## src/rtl/riscv_pkg.sv

```systemverilog
// Shared RISC-V opcode constants and the pipeline-control FSM state type.
package riscv_pkg;
  localparam logic [6:0] OPC_LOAD   = 7'b0000011;
  localparam logic [6:0] OPC_OP     = 7'b0110011;
  localparam logic [6:0] OPC_STORE  = 7'b0100011;
  localparam logic [6:0] OPC_BRANCH = 7'b1100011;

  typedef enum logic [1:0] {
    RUN      = 2'd0,
    LU_STALL = 2'd1,
    MEM_WAIT = 2'd2
  } state_e;
endpackage

```

## src/rtl/hazard_detect.sv

```systemverilog
// Combinational load-use detector: EX load whose rd feeds an ID source register.
module hazard_detect
  import riscv_pkg::*;
(
  input  logic [31:0] i_inst_id,
  input  logic [31:0] i_inst_ex,
  input  logic        i_mem_read_ex,
  output logic        o_load_use
);
  logic [4:0] w_rd_ex, w_rs1_id, w_rs2_id;
  logic [6:0] w_opc_id;
  logic       w_uses_rs2;
  logic       w_unused;

  assign w_rd_ex  = i_inst_ex[11:7];
  assign w_rs1_id = i_inst_id[19:15];
  assign w_rs2_id = i_inst_id[24:20];
  assign w_opc_id = i_inst_id[6:0];

  // Only R-type, store and branch read rs2; elsewhere bits [24:20] are immediate.
  assign w_uses_rs2 = (w_opc_id == OPC_OP) || (w_opc_id == OPC_STORE) ||
                      (w_opc_id == OPC_BRANCH);

  assign o_load_use = i_mem_read_ex && (w_rd_ex != 5'd0) &&
                      ((w_rd_ex == w_rs1_id) || (w_uses_rs2 && (w_rd_ex == w_rs2_id)));

  assign w_unused = ^{i_inst_id[14:7], i_inst_id[31:25], i_inst_ex[6:0], i_inst_ex[31:12]};
endmodule

```

## src/rtl/pipeline_ctrl.sv

```systemverilog
// Pipeline hazard controller: memory-wait freeze, branch flush, one-cycle
// load-use stall, saturating perf counters and a sticky memory-timeout flag.
module pipeline_ctrl
  import riscv_pkg::*;
#(
  parameter int MAX_WAIT = 255,
  parameter int CNT_W    = 16
) (
  input  logic             clk,
  input  logic             rst_n,
  input  logic [31:0]      inst_data_ID,
  input  logic [31:0]      inst_data_EX,
  input  logic             MemRead_EX,
  input  logic             branch_taken_EX,
  input  logic             dmem_req_MEM,
  input  logic             dmem_ready,
  output logic             pc_we,
  output logic             ifid_we,
  output logic             idex_we,
  output logic             exmem_we,
  output logic             ifid_flush,
  output logic             idex_bubble,
  output logic             memwb_bubble,
  output logic [CNT_W-1:0] stall_cnt,
  output logic [CNT_W-1:0] flush_cnt,
  output logic             mem_timeout,
  output logic [1:0]       state_o
);
  localparam int WAIT_W = $clog2(MAX_WAIT + 1);

  state_e            r_state, w_next;
  logic              w_load_use, w_mem_wait, w_freeze;
  logic [CNT_W-1:0]  r_stall_cnt, r_flush_cnt;
  logic [WAIT_W-1:0] r_wait_cnt;
  logic              r_timeout;

  hazard_detect u_hazard (
    .i_inst_id    (inst_data_ID),
    .i_inst_ex    (inst_data_EX),
    .i_mem_read_ex(MemRead_EX),
    .o_load_use   (w_load_use)
  );

  assign w_mem_wait = dmem_req_MEM && !dmem_ready;
  // Once in MEM_WAIT only dmem_ready can release the freeze.
  assign w_freeze   = (r_state == MEM_WAIT) ? !dmem_ready : w_mem_wait;

  always_ff @(posedge clk or negedge rst_n) begin
    if (!rst_n) r_state <= RUN;
    else        r_state <= w_next;
  end

  always_comb begin
    w_next = r_state;
    case (r_state)
      RUN: begin
        if (w_mem_wait)           w_next = MEM_WAIT;
        else if (branch_taken_EX) w_next = RUN;
        else if (w_load_use)      w_next = LU_STALL;
      end
      LU_STALL: w_next = w_mem_wait ? MEM_WAIT : RUN;
      MEM_WAIT: if (dmem_ready) w_next = RUN;
      default:  w_next = RUN;
    endcase
  end

  always_comb begin
    pc_we        = 1'b1;
    ifid_we      = 1'b1;
    idex_we      = 1'b1;
    exmem_we     = 1'b1;
    ifid_flush   = 1'b0;
    idex_bubble  = 1'b0;
    memwb_bubble = 1'b0;
    if (!rst_n) begin
      {pc_we, ifid_we, idex_we, exmem_we} = 4'b0000;
      {ifid_flush, idex_bubble, memwb_bubble} = 3'b111;
    end else if (w_freeze) begin
      {pc_we, ifid_we, idex_we, exmem_we} = 4'b0000;
      memwb_bubble = 1'b1;
    end else if (r_state != MEM_WAIT && branch_taken_EX) begin
      ifid_flush  = 1'b1;
      idex_bubble = 1'b1;
    end else if (r_state == RUN && w_load_use) begin
      pc_we       = 1'b0;
      ifid_we     = 1'b0;
      idex_bubble = 1'b1;
    end
  end

  always_ff @(posedge clk or negedge rst_n) begin
    if (!rst_n) begin
      r_stall_cnt <= '0;
      r_flush_cnt <= '0;
      r_wait_cnt  <= '0;
      r_timeout   <= 1'b0;
    end else begin
      if (!pc_we && r_stall_cnt != '1)     r_stall_cnt <= r_stall_cnt + 1'b1;
      if (ifid_flush && r_flush_cnt != '1) r_flush_cnt <= r_flush_cnt + 1'b1;
      if (w_freeze) begin
        if (r_wait_cnt != WAIT_W'(MAX_WAIT)) r_wait_cnt <= r_wait_cnt + 1'b1;
        if (32'(r_wait_cnt) + 32'd1 >= 32'(MAX_WAIT)) r_timeout <= 1'b1;
      end else begin
        r_wait_cnt <= '0;
      end
    end
  end

  assign stall_cnt   = r_stall_cnt;
  assign flush_cnt   = r_flush_cnt;
  assign mem_timeout = r_timeout;
  assign state_o     = r_state;
endmodule
```

## config.mk

```make
export PLATFORM = sky130hd
export DESIGN_NAME = pipeline_ctrl
export DESIGN_NICKNAME = d
export VERILOG_FILES = /design/src/rtl/riscv_pkg.sv /design/src/rtl/hazard_detect.sv /design/src/rtl/pipeline_ctrl.sv
export SDC_FILE = /design/constraint.sdc
export NUM_CORES = 1
export LEC_CHECK = 0
export BUFFER_PORTS_ARGS = -buffer_cell sky130_fd_sc_hd__buf_2
export CAP_MARGIN = 30
export CORE_ASPECT_RATIO = 0.5
export CORE_MARGIN = 2
export CORE_UTILIZATION = 41
export DETAILED_ROUTE_END_ITERATION = 10
export PLACE_DENSITY_LB_ADDON = 0.2
export SLEW_MARGIN = 20
export SYNTH_ARGS = -nofsm -noshare
export SYNTH_HDL_FRONTEND = slang
export SYNTH_SLANG_ARGS = --single-unit
```

## constraint.sdc

```tcl
create_clock -name clk -period 1.9 [get_ports clk]
set_input_delay 0.19 -clock clk [delete_from_list [all_inputs] [get_ports clk]]
set_output_delay 0.19 -clock clk [all_outputs]
set_load 0.1 [all_outputs]
```

==> reports/metrics.yaml <==
route:
  wl_per_cell_um: 13.5
  remaining_drc_errors: 0
  viasPerCell: 4.92
  vias: 1959
  drt-total-wl_um: 5390
  drt_iter0_markers: 30
  antenna_left: 0
  drt_pass1_iterations: 4
synth:
  ys_warn_count: 0
  ys_ff_latch: 43
  syn_inst: 216
  syn_area_sq_mm: 0.00223
  seq_area_frac_synth_pct: 48.2
  syn_area_per_cell_sq_um: 10.3
  synth_nets: 290
  ys_types: 37
setup_path:
  crit_type: "reg -> reg"
  startpoint_type: "flip-flop"
  crit_required_ns: 2.12
  crit_path_end_kind: "flip-flop"
  worst_ep_arrival_time_ns: 2.21
  cp_max_fo: 5
clock_tree:
  clk_pin_slew_ns: 0.09
  cts_made_buffers: 5
  clock_latency_ns: 0.30
  clk_path_buf_depth: 2
  cts_htree_levels: 2
  tritoncts: "built"
  clock_tree.root_cell: "clkbuf_8"
  cts.sinks: 43
timing:
  hold_viol_final: 0
  clock_skew_ns: 0.0118
  worst_pin_slew_ns: 0.493
  min_period_ns: 1.99
  fin_setup_tns_ns: -0.628
  slew-limit-headroom_pct: 67.4
  maxSlewViolCount: 0
  setup_viol: 12
  fin_crit_sh_pct: 105
  fmax_mhz: 503
  rsz0062_at_grt: "yes"
  setup_ws_ns: -0.0888
pwr:
  ir_drop_mv: 1.27
  p_switching_mw: 2.03
  netSwitchingFraction_pct: 52.2
  cellPowerDensity_mw_per_mm2: 1160
  power.share.clock_pct: 14.8
  seqPwrFrac_pct: 33.4
  comb_power_share_pct: 51.8
  intPower_mw: 1.86
  p_leak_nw: 1.48
cells_and_area:
  final-seq-area_sq_mm: 0.00114
  final_common_cell: "buf_2"
  diodes: 0
  fillers: 417
  multi_input_area_sq_mm: 0.00123
  nets: 401
  final_cell_mix: "buf_2, buf_4, xnor2_1, dfrtp_2"
  fin_area_sq_mm: 0.00335
  area_growth_pct: 50.3
  drive_above_1_share_pct: 55.5
  fin_cells: 398
outcome:
  violations: "setup timing"
  status: "finished with violations"
job:
  maxCapViolCount: 0
place:
  post-place-ws_ns: -0.224
  dpl.hpwl_um: 3930
  gp_congestion: 0.846
  dpl_cell_area_sq_mm: 0.00306
  numPortBuffers: 69
  dp_cells: 375
global_routing:
  grt_pass1_wl_um: 9030
  overflow: 0
  grt_max_degree: 25
  first_global_vias: 1966
  antenna_found_initial: 0
  track_usage_pct: 18.7
floorplan:
  core-area_sq_mm: 0.00509
  dieArea_sq_mm: 0.00608
  die_x_um: 108
  row_count: 18
  start_util_pct: 43.8
  num_io_pins: 112
  die_h_um: 56.2
worst_hold_path:
  hold_path_class: "in -> reg"
[worst max-delay path: stages (launching register included)]
cell and delay (ns):
dfrtp_4 0.48, and3_4 0.19, and3_4 0.18, and3_4 0.18, and4_4 0.18, a2111o_1 0.40, nor2_1 0.16, xor2_1 0.16
[routing by layer]
layer | GRT usage (%) | up-vias | share of wire (%)
li1 | - | 973 | -
met1 | 23.8 | 944 | 46
met2 | 31.4 | 38 | 49
met3 | 4.57 | 4 | 4.2
met4 | 6.04 | 0 | 0.61
met5 | 0 | - | 0
[per-stage QoR]
| stage | power [mW] | hold WS [ns] | utilization [%] |
|---|---|---|---|
| detailed placement | 3.29 | 0.259 | 60.1 |
| global placement | 3.26 | 0.257 | 60.1 |
| floorplan | 2.88 | -0.106 | - |
| finish | 3.89 | 0.0538 | 65.9 |
| global route | 4.08 | 0.0464 | 65.9 |
| CTS | 3.89 | 0.0405 | 64.1 |
[cell type report]
| type | instances | area share, % |
|---|---|---|
| Tap cell | 70 | 2.61 |
| Sequential cell | 43 | 34.1 |
| Clock buffer | 6 | 2.16 |
| Multi-Input combinational cell | 160 | 36.8 |
| Timing Repair Buffer | 111 | 23.2 |
| Clock inverter | 2 | 0.373 |
| Inverter | 6 | 0.784 |
[power groups by stage]
stage / Sequential [mW] / Combinational [mW] / Clock (mW)
after floorplan: 2.41 / 0.467 / 0
after global placement: 1.31 / 1.95 / 0
after detailed placement: 1.32 / 1.97 / 0
after CTS: 1.30 / 2.00 / 0.598
after global routing: 1.33 / 2.11 / 0.643
final: 1.30 / 2.02 / 0.575
[kinds of logic (layout without fill, tap and decap cells)]
family	count (synthesis)	count (layout)	synth area share, %
compound gates	22	22	7.24
flops	43	43	48.2
xor+xnor	45	45	17.7
simple gates	87	87	20.9
mux	2	2	1.01
fa+ha+maj	4	4	2.24
buf+inv	13	125	2.75
[worst paths after layout]
path / from / end / slack [ns] / cells past startpoint
setup / recovery: stall_cnt[7] / stall_cnt[9] / -0.09 / 7
hold / removal: dmem_ready / state_o[1] / 0.05 / 2
setup reg to reg: stall_cnt[7] / stall_cnt[9] / -0.09 / 7
hold reg to reg: mem_timeout / mem_timeout / 0.48 / 1
max in group asynchronous: rst_n / stall_cnt[0] / 1.15 / 3
min in group asynchronous: rst_n / stall_cnt[8] / 0.46 / 3
[what timing repair did]
item                       in CTS  in global routing
hold buffers                    1                  0
buffers inserted                8                  5
setup endpoints to repair      22                 24
cloned                          1                  0
resized for setup              16                 11
hold endpoints to repair       43                  0
pin swaps                      10                 11
[flip-flops by register name, indices dropped and copies added (netlist names)]
| register | flops |
|---|---|
| flush_cnt | 16 |
| r_wait_cnt | 8 |
| state_o | 2 |
| mem_timeout | 1 |
| stall_cnt | 16 |
[Yosys cell counts]
cell,number,share of area (%)
nand3b_1,2,0.67
xor2_1,12,4.7
nor3_1,3,0.67
and3_1,7,2.0
o31ai_1,1,0.34
and4_1,2,0.79
a2111o_1,1,0.50
clkbuf_1,3,0.50
a22oi_1,1,0.34
o21bai_1,1,0.34
buf_4,3,1.0
a41oi_4,1,1.2
and3_4,1,0.50
o21ai_0,5,1.1
and3b_1,1,0.39
a32oi_1,1,0.39
or3_1,1,0.28
and2_1,5,1.4
xnor2_1,33,13
inv_1,6,1.0
nor3b_1,1,0.34
nor4_2,1,0.56
mux2_2,2,1.0
o21ai_1,2,0.45
or4_1,1,0.34
nand2_1,17,2.9
nand4_1,13,3.6
nor2b_1,3,0.84
ha_1,4,2.2
a211oi_1,2,0.67
dfrtp_1,43,48
buf_2,1,0.22
nand3_1,13,2.9
a21boi_0,1,0.34
a21oi_1,5,1.1
o31a_1,1,0.39
nor2_1,16,2.7
Power figures use the tool's default switching activity.
